==> src/rtl/alu_dispatch_if.sv <==
// Bundle of the decoder, ALU and writeback signals around alu_dispatch.
// The slave modport is the dispatch block; the master modport is its environment.
interface alu_dispatch_if #(
  parameter int NREGS = 16,
  parameter int DW    = 32
);
  localparam int RW = $clog2(NREGS);

  logic          in_valid;
  logic          in_ready;
  logic [3:0]    in_op;
  logic [RW-1:0] in_rd;
  logic [RW-1:0] in_ra;
  logic [RW-1:0] in_rb;
  logic          in_use_imm;
  logic [DW-1:0] in_imm;

  logic [3:0]    alu_ctrl;
  logic [DW-1:0] alu_a;
  logic [DW-1:0] alu_b;
  logic [DW-1:0] alu_res;
  logic          alu_zero;
  logic          alu_eq;
  logic          alu_gt;
  logic          alu_lt;

  logic          out_valid;
  logic          out_ready;
  logic [RW-1:0] out_rd;
  logic [DW-1:0] out_res;
  logic [3:0]    out_flags;
  logic [15:0]   retired;

  modport slave (
    input  in_valid, in_op, in_rd, in_ra, in_rb, in_use_imm, in_imm,
    output in_ready,
    output alu_ctrl, alu_a, alu_b,
    input  alu_res, alu_zero, alu_eq, alu_gt, alu_lt,
    output out_valid, out_rd, out_res, out_flags, retired,
    input  out_ready
  );

  modport master (
    output in_valid, in_op, in_rd, in_ra, in_rb, in_use_imm, in_imm,
    input  in_ready,
    input  alu_ctrl, alu_a, alu_b,
    output alu_res, alu_zero, alu_eq, alu_gt, alu_lt,
    input  out_valid, out_rd, out_res, out_flags, retired,
    output out_ready
  );
endinterface

==> src/rtl/alu_dispatch.sv <==
// Two-stage issue/writeback pipeline around an external combinational ALU:
// register file with bypassed operand read, execute register, handshaked result register.
module alu_dispatch #(
  parameter int NREGS = 16,
  parameter int DW    = 32
) (
  input  logic           clk,
  input  logic           rst,
  alu_dispatch_if.slave  bus
);
  localparam int RW = $clog2(NREGS);

  logic [DW-1:0] r_rf [NREGS];

  logic          r_e_valid;
  logic [3:0]    r_e_op;
  logic [RW-1:0] r_e_rd;
  logic [DW-1:0] r_e_a;
  logic [DW-1:0] r_e_b;

  logic          r_out_valid;
  logic [RW-1:0] r_out_rd;
  logic [DW-1:0] r_out_res;
  logic [3:0]    r_out_flags;
  logic [15:0]   r_retired;

  logic          w_free;
  logic          w_e_adv;
  logic          w_in_ready;
  logic          w_accept;
  logic          w_hs;
  logic [DW-1:0] w_opa;
  logic [DW-1:0] w_opb;

  assign w_free     = !r_out_valid || bus.out_ready;
  assign w_e_adv    = r_e_valid && w_free;
  assign w_in_ready = !r_e_valid || w_free;
  assign w_accept   = bus.in_valid && w_in_ready;
  assign w_hs       = r_out_valid && bus.out_ready;

  // Operand fetch; the instruction retiring from E this edge is bypassed from alu_res
  always_comb begin
    w_opa = {DW{1'b0}};
    w_opb = {DW{1'b0}};
    if (bus.in_ra == {RW{1'b0}}) begin
      w_opa = {DW{1'b0}};
    end else if (w_e_adv && (r_e_rd == bus.in_ra)) begin
      w_opa = bus.alu_res;
    end else begin
      w_opa = r_rf[bus.in_ra];
    end
    if (bus.in_use_imm) begin
      w_opb = bus.in_imm;
    end else if (bus.in_rb == {RW{1'b0}}) begin
      w_opb = {DW{1'b0}};
    end else if (w_e_adv && (r_e_rd == bus.in_rb)) begin
      w_opb = bus.alu_res;
    end else begin
      w_opb = r_rf[bus.in_rb];
    end
  end

  // Register file writeback; entry 0 is never written so it always reads zero
  always_ff @(posedge clk or posedge rst) begin
    if (rst) begin
      for (int i = 0; i < NREGS; i++) begin
        r_rf[i] <= {DW{1'b0}};
      end
    end else if (w_e_adv && (r_e_rd != {RW{1'b0}})) begin
      r_rf[r_e_rd] <= bus.alu_res;
    end
  end

  // Execute register; operand fields keep their last values while idle
  always_ff @(posedge clk or posedge rst) begin
    if (rst) begin
      r_e_valid <= 1'b0;
      r_e_op    <= 4'd0;
      r_e_rd    <= {RW{1'b0}};
      r_e_a     <= {DW{1'b0}};
      r_e_b     <= {DW{1'b0}};
    end else if (w_accept) begin
      r_e_valid <= 1'b1;
      r_e_op    <= bus.in_op;
      r_e_rd    <= bus.in_rd;
      r_e_a     <= w_opa;
      r_e_b     <= w_opb;
    end else if (w_e_adv) begin
      r_e_valid <= 1'b0;
    end
  end

  // Result register with valid/ready handshake
  always_ff @(posedge clk or posedge rst) begin
    if (rst) begin
      r_out_valid <= 1'b0;
      r_out_rd    <= {RW{1'b0}};
      r_out_res   <= {DW{1'b0}};
      r_out_flags <= 4'd0;
    end else if (w_e_adv) begin
      r_out_valid <= 1'b1;
      r_out_rd    <= r_e_rd;
      r_out_res   <= bus.alu_res;
      r_out_flags <= {bus.alu_lt, bus.alu_gt, bus.alu_eq, bus.alu_zero};
    end else if (w_hs) begin
      r_out_valid <= 1'b0;
    end
  end

  // Count of results handed downstream, wrapping at 16 bits
  always_ff @(posedge clk or posedge rst) begin
    if (rst) begin
      r_retired <= 16'd0;
    end else if (w_hs) begin
      r_retired <= r_retired + 16'd1;
    end
  end

  assign bus.in_ready  = w_in_ready;
  assign bus.alu_ctrl  = r_e_op;
  assign bus.alu_a     = r_e_a;
  assign bus.alu_b     = r_e_b;
  assign bus.out_valid = r_out_valid;
  assign bus.out_rd    = r_out_rd;
  assign bus.out_res   = r_out_res;
  assign bus.out_flags = r_out_flags;
  assign bus.retired   = r_retired;
endmodule
==> src/flat_wrapper.sv <==
// flat-port wrapper written by rule: the top's interface ports become plain ports
module alu_dispatch_flat 
#(
  parameter int NREGS = 16,
  parameter int DW    = 32
)
  (clk, rst, bus_in_valid, bus_in_op, bus_in_rd, bus_in_ra, bus_in_rb, bus_in_use_imm, bus_in_imm, bus_in_ready, bus_alu_ctrl, bus_alu_a, bus_alu_b, bus_alu_res, bus_alu_zero, bus_alu_eq, bus_alu_gt, bus_alu_lt, bus_out_valid, bus_out_rd, bus_out_res, bus_out_flags, bus_retired, bus_out_ready);
  alu_dispatch_if #(.NREGS(NREGS), .DW(DW)) bus_i ();
  input  logic clk;
  input  logic rst;
  input wire logic [$bits(bus_i.in_valid)-1:0] bus_in_valid;
  input wire logic [$bits(bus_i.in_op)-1:0] bus_in_op;
  input wire logic [$bits(bus_i.in_rd)-1:0] bus_in_rd;
  input wire logic [$bits(bus_i.in_ra)-1:0] bus_in_ra;
  input wire logic [$bits(bus_i.in_rb)-1:0] bus_in_rb;
  input wire logic [$bits(bus_i.in_use_imm)-1:0] bus_in_use_imm;
  input wire logic [$bits(bus_i.in_imm)-1:0] bus_in_imm;
  output wire logic [$bits(bus_i.in_ready)-1:0] bus_in_ready;
  output wire logic [$bits(bus_i.alu_ctrl)-1:0] bus_alu_ctrl;
  output wire logic [$bits(bus_i.alu_a)-1:0] bus_alu_a;
  output wire logic [$bits(bus_i.alu_b)-1:0] bus_alu_b;
  input wire logic [$bits(bus_i.alu_res)-1:0] bus_alu_res;
  input wire logic [$bits(bus_i.alu_zero)-1:0] bus_alu_zero;
  input wire logic [$bits(bus_i.alu_eq)-1:0] bus_alu_eq;
  input wire logic [$bits(bus_i.alu_gt)-1:0] bus_alu_gt;
  input wire logic [$bits(bus_i.alu_lt)-1:0] bus_alu_lt;
  output wire logic [$bits(bus_i.out_valid)-1:0] bus_out_valid;
  output wire logic [$bits(bus_i.out_rd)-1:0] bus_out_rd;
  output wire logic [$bits(bus_i.out_res)-1:0] bus_out_res;
  output wire logic [$bits(bus_i.out_flags)-1:0] bus_out_flags;
  output wire logic [$bits(bus_i.retired)-1:0] bus_retired;
  input wire logic [$bits(bus_i.out_ready)-1:0] bus_out_ready;
  assign bus_i.in_valid = bus_in_valid;
  assign bus_i.in_op = bus_in_op;
  assign bus_i.in_rd = bus_in_rd;
  assign bus_i.in_ra = bus_in_ra;
  assign bus_i.in_rb = bus_in_rb;
  assign bus_i.in_use_imm = bus_in_use_imm;
  assign bus_i.in_imm = bus_in_imm;
  assign bus_in_ready = bus_i.in_ready;
  assign bus_alu_ctrl = bus_i.alu_ctrl;
  assign bus_alu_a = bus_i.alu_a;
  assign bus_alu_b = bus_i.alu_b;
  assign bus_i.alu_res = bus_alu_res;
  assign bus_i.alu_zero = bus_alu_zero;
  assign bus_i.alu_eq = bus_alu_eq;
  assign bus_i.alu_gt = bus_alu_gt;
  assign bus_i.alu_lt = bus_alu_lt;
  assign bus_out_valid = bus_i.out_valid;
  assign bus_out_rd = bus_i.out_rd;
  assign bus_out_res = bus_i.out_res;
  assign bus_out_flags = bus_i.out_flags;
  assign bus_retired = bus_i.retired;
  assign bus_i.out_ready = bus_out_ready;
  alu_dispatch #(.NREGS(NREGS), .DW(DW)) u_core (.clk(clk), .rst(rst), .bus(bus_i));
endmodule
==> config.mk <==
export PLATFORM = sky130hd
export DESIGN_NAME = alu_dispatch_flat
export DESIGN_NICKNAME = d
export VERILOG_FILES = /design/src/rtl/alu_dispatch_if.sv /design/src/rtl/alu_dispatch.sv /design/src/flat_wrapper.sv
export SDC_FILE = /design/constraint.sdc
export NUM_CORES = 1
export LEC_CHECK = 0
export CAP_MARGIN = 40
export CORE_MARGIN = 2
export CORE_UTILIZATION = 54
export DETAILED_ROUTE_END_ITERATION = 10
export PLACE_DENSITY = 0.77
export SLEW_MARGIN = 20
export SYNTH_ARGS = -nofsm -noshare
export SYNTH_HDL_FRONTEND = slang
export SYNTH_SLANG_ARGS = --single-unit
==> constraint.sdc <==
create_clock -name clk -period 21.6 [get_ports clk]
set_input_delay 4.32 -clock clk [delete_from_list [all_inputs] [get_ports clk]]
set_output_delay 4.32 -clock clk [all_outputs]
set_load 0.05 [all_outputs]
==> metrics.cfg, run 1 <==
[yosys]
synthesis.area_um2=32300
synth_edf_count=0
synth.ff_latch_count=642
seq_area_frac_synth=0.498
synth_cells=2281
yosys_most_used_dff=dfrtp_1
synthesis.nets=2371
yosys_warnings=0
async_flop_share=1.00
avgSynthCellArea_um2=14.1
yosysUniqueCellTypes=38

[critical_path]
criticalPathCategory=input pin to output port
critical_path.max_stage_delay_ns=0.83
crit_arrival_ns=5.90
cpMaxStageDelayCell=clkdlybuf4s50_1
cp_data_required_time_ns=17.28
cp_num_buf_inv=2
crit_top_cell=clkdlybuf4s50_1
cp_top_family=buffers and inverters
crit_fanout=5
crit_chain=clkdlybuf4s50_1 -> nand3b_1 -> clkdlybuf4s50_1
cp-end-kind=output port
crit_path_start_kind=input pin

[clock_network]
ctsRootBufferMaster=clkbuf_16
clockBufferDepth=3
h-tree-depth=3
postCtsSetupBuffers=0
clock_sinks=642
cts_resized=0
numCtsBuffers=69
ctsHoldBuffers=0
clk_latency_ns=0.61
cts.reportedPaths.clkPinSlew_ns=0.06
tritoncts=done

[layout]
drive_above_1_share=0.392
diodes=0
final_nets=2450
fillers=4159
area_growth_pct=15.7

[detailed_routing]
drt-pass1-iter-count=5
wl_per_cell_um=29.6
antenna_left=0
via_per_inst=6.84
dr_total_vias=21700
drt_iter0_markers=2343
routed_wl_um=93900
drcViolationCount=0

[grt]
grt_pass1_vias=22800
overflow=0
track_usage=0.305
grt_pass1_wl_um=143000
antenna_found_initial=1
grt_max_degree=189

[sta]
fin_crit_sh=0.473
setup_violations=0
rsz0062_at_grt=false
report.final.slew_viol_count=0
maxSlewHeadroom=0.396
fmax_mhz=97.9
finalSetupTns_ns=0
hold_slack_ns=0.396
hold_viol_final=0
min_period_ns=10.22
worst_slew_pin_slew_ns=0.902
finalClockSkew_ns=0.0301

[die]
fp.coreArea_um2=59000
die-width_um=248
fp.dieH_um=248
ioPinCount=215
dieArea_um2=61700
fp-row-count=89
start_util=0.547

[status]
outcome=finished, final reports clean

[power_and_ir_drop]
p_leak_nw=16.0
max-vdd-ir-drop_mv=0.118
seq_power_share=0.436
switchingPower_mw=1.46
powerDensity_nw_per_um2=124
p_comb_frac=0.307
pwr-share-clk=0.256
internal-power_mw=3.16
p_sw_frac=0.316

[worst_hold_path]
hold_class=flip-flop to flip-flop

[place]
numPortBuffers=214
dp_hpwl_um=56400
place_congestion=0.829

[job]
max_cap_violations=0

==> final timing paths <==
check                                                  start                                 end  slack, ns  depth (start not counted)
worst max-delay path                           bus_out_ready                        bus_in_ready      11.38                          3
worst min-delay path            u_core.r_rf[494]$_DFFE_PP0P_        u_core.r_rf[494]$_DFFE_PP0P_       0.40                          0
worst max register to register  u_core.r_e_rd[3]$_DFFE_PP0P_        u_core.r_rf[167]$_DFFE_PP0P_      18.40                          5
worst min register to register  u_core.r_rf[494]$_DFFE_PP0P_        u_core.r_rf[494]$_DFFE_PP0P_       0.40                          0
max in group asynchronous                                rst  u_core.bus.alu_ctrl[0]$_DFFE_PP0P_      14.61                          7
min in group asynchronous                                rst   u_core.bus.retired[6]$_DFFE_PP0P_       4.14                          2
==> layout make-up <==
class	instances	area [um2]	area share
Sequential cell	642	16100	0.430
Tap cell	773	967	0.0259
Timing Repair Buffer	283	2950	0.0791
Inverter	2	11.3	0.000301
Clock inverter	18	209	0.00559
Multi-Input combinational cell	1362	15100	0.405
Clock buffer	97	2020	0.0542
==> placed cells by master, fill, tap and decap left out, drive strengths merged, types with 4 or more instances in the layout <==
| cell | count |
|---|---|
| a221o | 63 |
| and2 | 5 |
| nor2 | 42 |
| nor2b | 5 |
| a31oi | 31 |
| a21oi | 66 |
| clkinvlp | 4 |
| and3 | 5 |
| nand3 | 10 |
| clkinv | 10 |
| o21a | 31 |
| clkbuf | 99 |
| mux4 | 255 |
| mux2i | 32 |
| mux2 | 482 |
| dfrtp | 642 |
| a22oi | 95 |
| xnor2 | 20 |
| clkdlybuf4s50 | 207 |
| buf | 74 |
| nand2 | 192 |
| bufinv | 4 |
| nand4 | 9 |
==> power by group through the flow <==
stage | clock network [mW] | logic (mW) | registers [mW]
2_1_floorplan | 0 | 0.919 | 2.07
3_3_place_gp | 0 | 1.35 | 1.97
3_5_place_dp | 0 | 1.41 | 2.01
4_1_cts | 1.20 | 1.42 | 2.00
5_1_grt | 1.25 | 1.50 | 2.06
6_report | 1.18 | 1.42 | 2.02
==> sequential cells by signal, indices dropped and copies added (netlist names) <==
register and count:
u_core.bus.out_rd 4, u_core.r_e_valid 1, u_core.bus.alu_b 32, u_core.bus.out_flags 4, u_core.r_e_rd 4, u_core.r_rf 512
u_core.bus.out_res 32, u_core.bus.out_valid 1, u_core.bus.alu_ctrl 4, u_core.bus.alu_a 32, u_core.bus.retired 16
==> synth_stat cells (20+ instances only) <==
master,instances,share of area
a21oi_1,66,0.010
a221o_1,63,0.020
a22oi_1,95,0.022
a31oi_1,31,0.0060
buf_1,61,0.0071
buf_2,61,0.0095
clkbuf_1,138,0.016
dfrtp_1,642,0.50
mux2_2,482,0.17
mux2i_1,32,0.0099
mux4_2,255,0.18
nand2_1,192,0.022
nor2_1,42,0.0049
o21a_1,31,0.0072
xnor2_1,20,0.0054
==> metal layers <==
layer / track usage / part of all wire / up-vias
li1: - / - / 8795
met5: 0 / 0 / -
met4: 0.126 / 0.035 / 0
met1: 0.407 / 0.38 / 11500
met3: 0.0723 / 0.097 / 220
met2: 0.485 / 0.49 / 1246
==> cell families (layout without fill, tap and decap cells) <==
kind of cell,Yosys count,in the layout,synth area share
multiplexers,769,769,0.356
flip-flops,642,642,0.498
AO/OA/AOI/OAI,290,290,0.0662
AND/OR/NAND/NOR,279,279,0.0362
buffers and inverters,277,400,0.0371
XOR/XNOR,23,23,0.00624
adder cells (fa/ha/maj),1,1,0.000388
==> worst register-to-register path: cells and delay by family (launching register included) <==
family	cells	cell delay [ns]
multiplexers	1	0.31
buffers and inverters	1	0.48
AND/OR/NAND/NOR	3	1.55
flip-flops	1	0.75
==> per-stage QoR <==
step	area [um2]	util	cells	total power, mW	setup slack (ns)
6_report	37400	0.633	3177	4.62	11.38
4_1_cts	37200	0.631	3173	4.61	11.38
3_3_place_gp	34700	0.588	3043	3.32	11.42
3_5_place_dp	35000	0.593	3058	3.42	11.39
5_1_grt	37400	0.633	3177	4.81	11.32
2_1_floorplan	32300	-	2281	2.99	8.51
(Power assumes the default switching activity.)
==> run 2: changes to the inputs <==
clock period = 9.05 ns   (was 21.6 ns; I/O delays follow)
==> run 2 against run 1 <==
Effect of this change: via count decreased by 0.52%; critical endpoint unchanged; total power increased by 140%; critical path depth unchanged; critical path type unchanged; clock skew about the same; final cell count increased by 0.28%; non-clock buffer count decreased by 3; highest routed layer is now met5; global-route usage decreased by 0.87 points; sequential cell count unchanged; combinational power increased by 140%.
==> metrics.cfg, run 2 (synthesis results as in run 1) <==
[sta]
rsz0062_at_grt=false  ; unchanged
fmax_mhz=194
min_period_ns=5.16
maxSlewHeadroom=0.414  ; was 0.396
worst_slew_pin_slew_ns=0.879  ; was 0.902 ns
hold_viol_final=0  ; unchanged
report.final.slew_viol_count=0  ; unchanged
fin_ws_ns=3.89  ; was 11.38 ns
fin_crit_sh=0.571
setup_violations=0  ; unchanged
hold_slack_ns=0.396  ; about the same
finalClockSkew_ns=0.0305  ; was 0.0301 ns
finalSetupTns_ns=0  ; unchanged

[layout]
final_cells=3186  ; was 3177
multi_input_area_um2=15100  ; about the same
fillers=4164  ; was 4159
largest_reg_flops=512  ; unchanged
final_common_cell=dfrtp_1  ; unchanged
final_cell_mix=dfrtp_1 (642), mux2_2 (482), mux4_2 (255)  ; unchanged
final_nets=2449  ; was 2450
top_register=u_core.r_rf  ; unchanged
diodes=0  ; unchanged
area_growth_pct=15.9  ; was 15.7%
drive_above_1_share=0.392  ; about the same
seqCellArea_um2=16100  ; unchanged

[job]
max_cap_violations=0  ; unchanged

[critical_path]
crit_top_cell=clkdlybuf4s50_1  ; unchanged
cp_data_required_time_ns=7.24  ; was 17.28 ns
cp-end-kind=output port  ; unchanged
cpMaxStageDelayCell=clkdlybuf4s50_1  ; unchanged
crit_arrival_ns=3.35  ; was 5.90 ns
crit_chain=clkdlybuf4s50_1 -> nand3b_1 -> clkdlybuf4s50_1  ; unchanged
cp_num_buf_inv=2  ; unchanged
crit_fanout=5  ; unchanged
criticalPathCategory=input pin to output port  ; unchanged
cp_top_family=buffers and inverters  ; unchanged
crit_path_start_kind=input pin  ; unchanged
critical_path.max_stage_delay_ns=0.83  ; about the same

[clock_network]
cts_resized=0  ; unchanged
tritoncts=done  ; unchanged
clk_latency_ns=0.62  ; was 0.61 ns
numCtsBuffers=71  ; was 69
ctsRootBufferMaster=clkbuf_16  ; unchanged
clockBufferDepth=3  ; unchanged
h-tree-depth=3  ; unchanged
clock_sinks=642  ; unchanged
cts.reportedPaths.clkPinSlew_ns=0.05  ; was 0.06 ns
ctsHoldBuffers=0  ; unchanged
postCtsSetupBuffers=0  ; unchanged

[place]
dp_slack_ns=3.88  ; was 11.39 ns
dp_hpwl_um=56200  ; was 56400 um
place_inst=3054  ; was 3058
numPortBuffers=214  ; unchanged
place_congestion=0.832  ; was 0.829

[die]
fp-row-count=89  ; unchanged
fp.dieH_um=248  ; unchanged
fp.coreArea_um2=59000  ; unchanged
ioPinCount=215  ; unchanged
dieArea_um2=61700  ; unchanged
die-width_um=248  ; unchanged
start_util=0.547  ; unchanged

[power_and_ir_drop]
p_total_mw=11.1  ; was 4.62 mW
internal-power_mw=7.63  ; was 3.16 mW
p_leak_nw=16.1  ; was 16.0 nW
pwr-share-clk=0.264  ; was 0.256
p_sw_frac=0.314  ; was 0.316
max-vdd-ir-drop_mv=0.190  ; was 0.118 mV
switchingPower_mw=3.50  ; was 1.46 mW
seq_power_share=0.432  ; was 0.436
powerDensity_nw_per_um2=297  ; was 124 nW/um2
p_comb_frac=0.304  ; was 0.307

[detailed_routing]
drt-pass1-iter-count=5  ; unchanged
dr_total_vias=21600  ; was 21.7k
via_per_inst=6.78  ; was 6.84
antenna_left=0  ; unchanged
wl_per_cell_um=28.6  ; was 29.6 um
routed_wl_um=91300  ; was 93900 um
drt_iter0_markers=2415  ; was 2343
drcViolationCount=0  ; unchanged

[grt]
antenna_found_initial=0  ; was 1
grt_pass1_wl_um=140000  ; was 143000 um
track_usage=0.296  ; was 0.305
grt_max_degree=154  ; was 189
overflow=0  ; unchanged
grt_pass1_vias=22900  ; was 22.8k

[worst_hold_path]
hold_class=flip-flop to flip-flop  ; unchanged

[status]
outcome=finished, final reports clean  ; unchanged

[run 2: power groups by stage]
stage	clock network, mW	logic, mW	registers, mW
2_1_floorplan	0	2.19	4.94
3_3_place_gp	0	3.24	4.70
3_5_place_dp	0	3.35	4.80
4_1_cts	2.97	3.38	4.77
5_1_grt	3.10	3.58	4.92
6_report	2.94	3.38	4.81
[run 2: worst reg2reg max path, delay by kind of cell, from the launching register on]
kind / cells / cell delay, ns
DFF: 1 / 0.42
buffers and inverters: 2 / 1.05
and+or+nand+nor: 4 / 1.18
muxes: 1 / 0.40
[run 2: area by class of cell]
cell class / instances / area share
Inverter: 2 / 0.000301
Sequential cell: 642 / 0.429
Multi-Input combinational cell: 1362 / 0.404
Timing Repair Buffer: 280 / 0.0773
Tap cell: 773 / 0.0259
Clock buffer: 107 / 0.0571
Clock inverter: 20 / 0.00629
[run 2: worst paths after layout]
path / slack (ns) / to / cells after the start / from
max reg2reg: 5.87 / u_core.r_rf[364]$_DFFE_PP0P_ / 7 / u_core.bus.out_valid$_DFFE_PP0P_
max in group asynchronous: 6.03 / u_core.r_rf[309]$_DFFE_PP0P_ / 6 / rst
min in group asynchronous: 1.68 / u_core.r_rf[199]$_DFFE_PP0P_ / 3 / rst
max: 3.89 / bus_in_ready / 3 / bus_out_ready
min: 0.40 / u_core.r_rf[482]$_DFFE_PP0P_ / 0 / u_core.r_rf[482]$_DFFE_PP0P_
min reg2reg: 0.40 / u_core.r_rf[482]$_DFFE_PP0P_ / 0 / u_core.r_rf[482]$_DFFE_PP0P_
[run 2: metrics by stage]
stage | utilization | cell area, um2
global placement | 0.587 | 34700
CTS | 0.632 | 37300
floorplan | - | 32300
finish | 0.634 | 37400
global route | 0.634 | 37400
detailed placement | 0.592 | 34900
[run 2: routing by layer]
layer  track usage  wire length [um]
met1         0.402             35900
met2         0.461             43500
met3        0.0715              8450
met4         0.125              3320
met5       0.00927                76
==> run 3: changes to the inputs <==
CORE_UTILIZATION = 60   (was 54)
PLACE_DENSITY = 0.81   (was 0.77)
clock period = 5.2 ns   (was 9.05 ns; I/O delays follow)
==> run 3 against run 2 <==
Effect of this change: cell area is 0.65% lower; first-iteration DRC count is 15% higher; total power is 73% higher; final cell count decreased by 2.7%; non-clock buffer count increased by 5; sequential share of layout area increased by 0.28 points; clock skew down 0.0034 ns; combinational power increased by 76%; die area shrank 9.8%; critical path type unchanged.
==> metrics.cfg, run 3 (synthesis results as in run 1) <==
[status]
outcome=finished, final reports clean  ; unchanged

[critical_path]
critPathLaunch=bus_out_ready  ; unchanged
crit_chain=clkdlybuf4s50_1 -> nand3b_1 -> clkdlybuf4s50_1  ; unchanged
cp-end-kind=output port  ; unchanged
crit_path_start_kind=input pin  ; unchanged
r2r-end=u_core.r_rf[133]$_DFFE_PP0P_  ; was u_core.r_rf[364]$_DFFE_PP0P_
cpMaxStageDelayCell=clkdlybuf4s50_1  ; unchanged
crit_fanout=5  ; unchanged
r2r-start=u_core.r_e_rd[3]$_DFFE_PP0P_  ; was u_core.bus.out_valid$_DFFE_PP0P_
reg2regPathDepth=5  ; was 7
crit_end=bus_in_ready  ; unchanged
cp_data_required_time_ns=4.16  ; was 7.24 ns
critical_path.max_stage_delay_ns=0.84  ; was 0.83 ns
crit_arrival_ns=2.64  ; was 3.35 ns
crit_top_cell=clkdlybuf4s50_1  ; unchanged
criticalPathCategory=input pin to output port  ; unchanged
r2r_setup_slack_ns=2.37  ; was 5.87 ns

[detailed_routing]
antenna_left=0  ; unchanged
drt-pass1-iter-count=6  ; was 5
routed_wl_um=93700  ; was 91300 um
via_per_inst=7.11  ; was 6.78
drcViolationCount=0  ; unchanged
wl_per_cell_um=30.2  ; was 28.6 um
dr_total_vias=22100  ; was 21.6k
drt_iter0_markers=2768  ; was 2415

[grt]
grtUsageMet3=0.0889  ; was 0.0715
grt_pass1_wl_um=143000  ; was 140000 um
use_met1=0.449  ; was 0.402
antenna_found_initial=0  ; unchanged
busiest_layer=met2  ; unchanged
overflow=0  ; unchanged
use_met2=0.536  ; was 0.461
grt_max_degree=114  ; was 154
track_usage=0.343  ; was 0.296
grt_pass1_vias=23200  ; was 22.9k

[clock_network]
numCtsBuffers=67  ; was 71
tritoncts=done  ; unchanged
postCtsSetupBuffers=0  ; unchanged
clock_sinks=642  ; unchanged
clk_latency_ns=0.60  ; was 0.62 ns
ctsHoldBuffers=0  ; unchanged
cts.reportedPaths.clkPinSlew_ns=0.06  ; was 0.05 ns
h-tree-depth=3  ; unchanged
clockBufferDepth=3  ; unchanged
ctsRootBufferMaster=clkbuf_16  ; unchanged
cts_resized=0  ; unchanged

[die]
fp.dieH_um=236  ; was 248 um
start_util=0.603  ; was 0.547
fp.coreArea_um2=53500  ; was 59000 um2
die-width_um=236  ; was 248 um
dieArea_um2=55700  ; was 61700 um2
fp-row-count=85  ; was 89
ioPinCount=215  ; unchanged

[sta]
fin_ws_ns=1.52  ; was 3.89 ns
finalClockSkew_ns=0.0271  ; was 0.0305 ns
report.final.slew_viol_count=0  ; unchanged
fmax_mhz=272
maxSlewHeadroom=0.401  ; was 0.414
fin_crit_sh=0.707
rsz0062_at_grt=false  ; unchanged
min_period_ns=3.68
setup_violations=0  ; unchanged
worst_slew_pin_slew_ns=0.899  ; was 0.879 ns
hold_viol_final=0  ; unchanged

[worst_hold_path]
min_path_cells=0  ; unchanged
hold_class=flip-flop to flip-flop  ; unchanged

[power_and_ir_drop]
max-vdd-ir-drop_mv=0.315  ; was 0.190 mV
p_leak_nw=16.0  ; was 16.1 nW
powerDensity_nw_per_um2=516  ; was 297 nW/um2
p_total_mw=19.2  ; was 11.1 mW

[layout]
final_common_cell=dfrtp_1  ; unchanged
final_nets=2450  ; was 2449
largest_reg_flops=512  ; unchanged
final_cell_mix=dfrtp_1 (642), mux2_2 (482), mux4_2 (255)  ; unchanged
drive_above_1_share=0.387  ; was 0.392
top_register=u_core.r_rf  ; unchanged
area_growth_pct=15.2  ; was 15.9%
diodes=0  ; unchanged

[place]
place_congestion=0.835  ; was 0.832
numPortBuffers=214  ; unchanged
dp_slack_ns=1.46  ; was 3.88 ns
dp_hpwl_um=57900  ; was 56200 um

[job]
max_cap_violations=0  ; unchanged

==> run 3: cell count changes in the layout (fill, tap and decap cells not counted), sizes merged <==
cell / change
clkinv: -2
bufinv: +1
clkbuf: -5
clkinvlp: -5
inv: -2
buf: +5
==> run 3: how the worst min path moves through the flow <==
stage | from | endpoint | slack (ns)
finish | u_core.r_rf[487]$_DFFE_PP0P_ | u_core.r_rf[487]$_DFFE_PP0P_ | 0.40
global route | u_core.r_rf[493]$_DFFE_PP0P_ | u_core.r_rf[493]$_DFFE_PP0P_ | 0.41
CTS | u_core.r_rf[493]$_DFFE_PP0P_ | u_core.r_rf[493]$_DFFE_PP0P_ | 0.40
detailed placement | u_core.r_rf[493]$_DFFE_PP0P_ | u_core.r_rf[493]$_DFFE_PP0P_ | 0.38
global placement | u_core.r_rf[495]$_DFFE_PP0P_ | u_core.r_rf[495]$_DFFE_PP0P_ | 0.38
floorplan | u_core.r_rf[480]$_DFFE_PP0P_ | u_core.r_rf[480]$_DFFE_PP0P_ | 0.44
==> run 3: area by class of cell <==
cell class | instances | area [um2]
clock buffer | 102 | 1970
timing repair buffer | 285 | 2950
sequential | 642 | 16100
multi-input combinational | 1362 | 15100
clock inverter | 12 | 189
tap | 696 | 871
fill | 3439 | 16300
inverter | 2 | 11.3
==> run 3: routing by layer <==
layer,up-vias,wire length [um]
li1,8804,-
met1,11600,34800
met2,1380,44400
met3,286,9860
met4,0,4680
met5,-,0
==> run 3: critical path: cells and delay by family <==
kind	cells	cell delay [ns]
simple gates	1	0.22
buf+inv	2	1.37
==> run 3: through the flow <==
stage	std cells	cell area, um2	setup TNS, ns	utilization	hold WS (ns)
floorplan	2281	32300	-2960.07	-	0.441
global placement	2980	34800	0	0.651	0.377
detailed placement	2986	35000	0	0.654	0.383
CTS	3100	37100	0	0.694	0.397
global route	3101	37200	0	0.695	0.407
finish	3101	37200	0	0.695	0.401
==> run 3: report_power, final <==
group / leakage [nW] / total [mW] / switching, mW / internal (mW)
Combinational: 6.82 / 5.95 / 2.59 / 3.36
Sequential: 8.12 / 8.42 / 1.54 / 6.88
Clock: 1.06 / 4.83 / 1.97 / 2.86
Total: 16.0 / 19.2 / 6.10 / 13.1
